$ cat config.mk
export PLATFORM = sky130hd
export DESIGN_NAME = gate_product_accumulator
export DESIGN_NICKNAME = d
export VERILOG_FILES = /design/src/rtl/gate_product_accumulator.sv
export SDC_FILE = /design/constraint.sdc
export NUM_CORES = 1
export LEC_CHECK = 0
export CAP_MARGIN = 20
export CORE_AREA = 2 2 590 592
export CTS_CLUSTER_DIAMETER = 60
export DETAILED_ROUTE_END_ITERATION = 8
export DIE_AREA = 0 0 592 594
export SETUP_SLACK_MARGIN = 0.3
export SLEW_MARGIN = 10
export SYNTH_ARGS = -nofsm -noshare
export SYNTH_HDL_FRONTEND = slang
export SYNTH_SLANG_ARGS = --single-unit
$ cat constraint.sdc
create_clock -name clk -period 2.7 [get_ports clk]
set_input_delay 0.54 -clock clk [delete_from_list [all_inputs] [get_ports clk]]
set_output_delay 0.54 -clock clk [all_outputs]
set_load 0.02 [all_outputs]
$ cat src/rtl/gate_product_accumulator.sv
// Accumulates the left-product of a chain of 2x2 complex gates using an external 2x2 multiplier.
// Optional macro GATE_ACC_BYPASS_FIRST_EN loads the first gate of a chain straight into the accumulator.
module gate_product_accumulator #(
    parameter int FRAC_BITS = 32,
    parameter int CNT_W     = 8
) (
    input  logic               clk,
    input  logic               reset,
    input  logic               in_valid,
    output logic               in_ready,
    input  logic signed [36:0] in_mtx [0:1][0:1][0:1],
    input  logic               in_last,
    output logic signed [36:0] mul_a [0:1][0:1][0:1],
    output logic signed [36:0] mul_b [0:1][0:1][0:1],
    output logic               mul_ready,
    input  logic               mul_completed,
    input  logic signed [36:0] mul_r [0:1][0:1][0:1],
    output logic               out_valid,
    input  logic               out_ready,
    output logic signed [36:0] out_mtx [0:1][0:1][0:1],
    output logic [CNT_W-1:0]   out_count
);
    localparam logic signed [36:0] ONE = 37'sd1 <<< FRAC_BITS;

    typedef enum logic [2:0] {IDLE, WAIT_IN, ISSUE, WAIT_MUL, OUTPUT} state_t;

    state_t             state, state_next;
    logic signed [36:0] gate_q [0:1][0:1][0:1];
    logic signed [36:0] acc    [0:1][0:1][0:1];
    logic               last_q;
    logic [CNT_W-1:0]   count;
    logic               first_gate;

    assign first_gate = (count == '0);

    always_comb begin
        state_next = state;
        in_ready   = 1'b0;
        mul_ready  = 1'b0;
        out_valid  = 1'b0;
        unique case (state)
            IDLE: state_next = WAIT_IN;
            WAIT_IN: begin
                in_ready = 1'b1;
                if (in_valid) begin
`ifdef GATE_ACC_BYPASS_FIRST_EN
                    if (first_gate) state_next = in_last ? OUTPUT : WAIT_IN;
                    else            state_next = ISSUE;
`else
                    state_next = ISSUE;
`endif
                end
            end
            ISSUE: begin
                mul_ready  = 1'b1;
                state_next = WAIT_MUL;
            end
            WAIT_MUL: begin
                if (mul_completed) state_next = last_q ? OUTPUT : WAIT_IN;
            end
            OUTPUT: begin
                out_valid = 1'b1;
                if (out_ready) state_next = WAIT_IN;
            end
            default: state_next = IDLE;
        endcase
        // Reset is synchronous, so the handshake outputs are masked combinationally while it is high.
        if (reset) begin
            in_ready  = 1'b0;
            mul_ready = 1'b0;
            out_valid = 1'b0;
        end
    end

    always_comb begin
        out_count = reset ? '0 : count;
        for (int r = 0; r < 2; r++) begin
            for (int c = 0; c < 2; c++) begin
                for (int p = 0; p < 2; p++) begin
                    mul_a[r][c][p]   = reset ? '0 : gate_q[r][c][p];
                    mul_b[r][c][p]   = reset ? '0 : acc[r][c][p];
                    out_mtx[r][c][p] = reset ? '0 : acc[r][c][p];
                end
            end
        end
    end

    always_ff @(posedge clk) begin
        if (reset) begin
            state  <= IDLE;
            last_q <= 1'b0;
            count  <= '0;
            for (int r = 0; r < 2; r++) begin
                for (int c = 0; c < 2; c++) begin
                    for (int p = 0; p < 2; p++) begin
                        gate_q[r][c][p] <= '0;
                        acc[r][c][p]    <= (p == 0 && r == c) ? ONE : '0;
                    end
                end
            end
        end else begin
            state <= state_next;
            if (in_ready && in_valid) begin
                gate_q <= in_mtx;
                last_q <= in_last;
                if (count != '1) count <= count + CNT_W'(1);
`ifdef GATE_ACC_BYPASS_FIRST_EN
                if (first_gate) acc <= in_mtx;
`endif
            end
            if (state == WAIT_MUL && mul_completed) acc <= mul_r;
            // Product consumed: restart the next chain from identity.
            if (out_valid && out_ready) begin
                count <= '0;
                for (int r = 0; r < 2; r++) begin
                    for (int c = 0; c < 2; c++) begin
                        for (int p = 0; p < 2; p++) begin
                            acc[r][c][p] <= (p == 0 && r == c) ? ONE : '0;
                        end
                    end
                end
            end
        end
    end
endmodule

==> metrics.md <==
| Metric | Value |
|---|---|
| RSZ-0062 raised after global routing | `yes` |
| Failing checks | `design-rule violations` |
| RR Startpoint | `state[2]$_SDFFE_PP0P_` |
| Setup crit end kind | `primary output` |
| Core area | `0.345 sq mm` |
| Sequential power share | `36.0%` |
| Most frequent cells in the layout | `nand2_1 (599), clkdlybuf4s50_1 (596), dfxtp_1 (579)` |
| Clock skew | `0.0390 ns` |
| GRT Total Usage | `14.1%` |
| Die Y-Extent | `594 microns` |
| Final-report max-slew violation count | `0` |
| R2r setup slk | `0.73 ns` |
| Netlist cell types | `35` |
| Worst R2R Path Depth | `5` |
| Synth Area per Inst | `9.21 sq um` |
| Post-Synth XOR/XNOR Area | `0%` |
| Final ANT Viol Nets | `0` |
| Clock buffer depth | `4` |
| Vias per std cell | `2.90` |
| R2r endpoint | `gate_q[147]$_SDFFE_PP0P_` |
| CP arrival | `1.88 ns` |
| Syn Inst Count | `2950` |
| Pint | `18.9 mW` |
| Complex-gate fraction of the synthesized area | `5.90%` |
| CTS buffer count | `96` |
| Largest net degree at the start of global routing | `73` |
| Worst-path fanout max | `11` |
| Simple-Gate Fraction of Synth Area | `23.0%` |
| Critical path type | `in2out` |
| Leakage power figure | `21.4 nW` |
| Die area | `0.352 sq mm` |
| Largest family of logic cells by synthesized area | `simple AND/OR/NAND/NOR gates` |
| Mux share of post-synthesis cell area | `14.8%` |
| H-tree levels | `3` |
| Net Count, Synth | `3549` |
| Worst hold path class | `in2reg` |
| Sw Pwr | `6.97 mW` |
| Final setup vio count | `0` |
| CTS tree | `yes` |
| Die X | `592 microns` |
| Vias | `26300` |
| Initial core utilization | `7.87%` |
| Wire length per cell | `28.6 microns` |
| Power share of the clock group | `51.2%` |
| DP HPWL | `229 mm` |
| Crit path required time | `2.16 ns` |
| Worst-Margin Slew | `0.713 ns` |
| Placed inst area | `0.0483 sq mm` |
| FF+latch count, synth | `604` |
| Final WL | `259 mm` |
| Fmax | `0.412 GHz` |
| Design Area, Final | `0.0518 sq mm` |
| First-pass GRT wire length | `314 mm` |
| Fraction of the mapped netlist area in adder cells | `0.0461%` |
| Ratio of cells with drive above 1 in the final layout | `31.1%` |
| TritonRoute pass-1 iters | `6` |
| Clock root buffer master | `clkbuf_16` |
| Status | `complete, but fails checks` |
| Final min period | `2.42 ns` |
| Max_cap viols | `0` |
| Hold-critical path depth | `3` |
| Post-synthesis sequential area ratio | `44.5%` |
| P per Cell Area | `500 mW/mm^2` |
| Grt ovf | `0` |
| Crit start category | `input pin` |
| Comb power frac | `12.8%` |
| Worst-Skew Late Latency | `0.80 ns` |
| Initial antenna violation count | `158` |
| Relative slew slack | `51.9%` |
| Clk sink count | `604` |
| Final core utilization | `15.0%` |
| Commonest non-fill, non-tap cell in the layout | `nand2_1` |
| # DRC | `2` |
| Peak supply drop | `0.472 mV` |
| Cell area after synthesis | `0.0272 sq mm` |
| Synth warn | `0` |
| Final hold vios | `0` |
| Synthesis-to-finish area growth | `90.7%` |
| Clk slew on worst S/H paths | `0.06 ns` |
| Hold Buf Count CTS | `0` |
| Vias in the first global route | `25700` |
| DRT iter0 DRCs | `1656` |
| Net switching fraction of the power | `26.9%` |
| GPL Wtd Cong | `1.04` |
| Port buffer count | `1496` |
| Final net count | `4973` |
| Worst hold endpoint | `acc[226]$_SDFFE_PP0P_` |
| Hold Path Origin | `mul_r[226]` |
| Pwr Total | `25.9 mW` |
| Std cell rows | `216` |
| Ports | `1497` |
| Fin crit share | `89.8%` |
-- how the worst max path moves through the flow --
| stage | from | endpoint | slack [ns] | cells past startpoint |
|---|---|---|---|---|
| floorplan | reset | out_mtx[111] | 0.17 | 6 |
| global placement | reset | mul_b[277] | -0.34 | 5 |
| detailed placement | reset | mul_b[277] | -0.32 | 5 |
| CTS | gate_q[181]$_SDFFE_PP0P_ | mul_a[181] | 0.14 | 2 |
| global route | state[2]$_SDFFE_PP0P_ | in_ready | 0.23 | 3 |
| finish | reset | mul_b[147] | 0.28 | 5 |
-- synth_stat cells --
| library cell | count | share of area (%) |
|---|---|---|
| buf_1 | 11 | 0.15 |
| a31o_2 | 1 | 0.032 |
| mux2_1 | 38 | 1.6 |
| nor4b_4 | 1 | 0.088 |
| buf_4 | 296 | 8.2 |
| nand4b_1 | 1 | 0.032 |
| o21ai_0 | 3 | 0.055 |
| and3b_1 | 1 | 0.032 |
| and3_1 | 1 | 0.023 |
| nand2_1 | 599 | 8.3 |
| inv_1 | 2 | 0.028 |
| dfxtp_1 | 604 | 45 |
| a21oi_1 | 300 | 5.5 |
| nor3_1 | 5 | 0.092 |
| a31oi_1 | 3 | 0.069 |
| nor2_1 | 8 | 0.11 |
| buf_2 | 29 | 0.53 |
| a2bb2oi_1 | 1 | 0.032 |
| and2_1 | 2 | 0.046 |
| clkbuf_1 | 137 | 1.9 |
| nand4_1 | 1 | 0.023 |
| ha_1 | 1 | 0.046 |
| a311o_1 | 1 | 0.037 |
| nand2_2 | 1 | 0.023 |
| nand3b_1 | 1 | 0.028 |
| nor2b_1 | 601 | 14 |
| mux2_2 | 78 | 3.2 |
| nand3_1 | 6 | 0.11 |
| o311ai_0 | 1 | 0.032 |
| buf_6 | 25 | 1.0 |
| and4_1 | 4 | 0.13 |
| nor4b_1 | 2 | 0.065 |
| o21a_1 | 4 | 0.11 |
| mux2_4 | 180 | 10 |
| nor3b_1 | 1 | 0.028 |
-- stage by stage --
stage | instances | setup TNS (ns) | hold slack (ns) | setup slack, ns
2_1_floorplan | 2950 | 0 | 0.432 | 0.174
3_3_place_gp | 8846 | -0.716 | 0.436 | -0.340
3_5_place_dp | 8846 | -0.793 | 0.440 | -0.324
4_1_cts | 9025 | 0 | 0.149 | 0.144
5_1_grt | 9042 | 0 | 0.212 | 0.233
6_report | 9067 | 0 | 0.260 | 0.275
-- per-layer routing --
layer	track usage, %	vias to the layer above	part of all wire [%]
met5	0	-	0.38
met3	7.54	414	13
met1	14.6	12200	36
met4	5.48	146	4.4
met2	23.9	1407	47
li1	-	12100	-
-- sequential cells by signal (all words and copies together) (netlist names) --
register  cells
count         8
gate_q      296
last_q        1
acc         296
state         3
-- power by group through the flow --
| stage | Combinational [mW] | Sequential [mW] | Clock (mW) |
|---|---|---|---|
| after floorplan | 1.32 | 9.48 | 0 |
| after CTS | 3.38 | 9.33 | 13.8 |
| after global routing | 3.49 | 9.36 | 14.0 |
| after detailed placement | 3.39 | 9.52 | 0 |
| final | 3.31 | 9.33 | 13.2 |
| after global placement | 3.38 | 9.52 | 0 |
-- cell families (layout without fill, tap and decap cells) --
kind of cell / Yosys count / in the layout
other: 0 / 40
multiplexers: 296 / 296
adder cells (fa/ha/maj): 1 / 1
AND/OR/NAND/NOR: 1235 / 1235
flip-flops: 604 / 604
AO/OA/AOI/OAI: 314 / 314
buffers and inverters: 500 / 1999
-- final cells by class --
type,count,area (sq um)
diodes,40,100
flip-flops and latches,604,12100
fillers,39000,293000
clock buffers,116,2590
multi-input cells,1846,12200
clock inverters,57,734
well taps,4578,5730
repair buffers,1824,18300
inverters,2,7.51
-- timing repair --
action                                  4_1_cts  5_1_grt
buffers inserted                              3        2
gates cloned                                  3        0
pin swaps                                     1        1
endpoints found under the setup margin      574      103
resized for setup                           684      114
-- worst max-delay path, stage by stage --
cell	delay, ns
buf_12	0.14
bufbuf_16	0.32
buf_4	0.20
nor2b_1	0.35
buf_4	0.28
(Power assumes the default switching activity.)
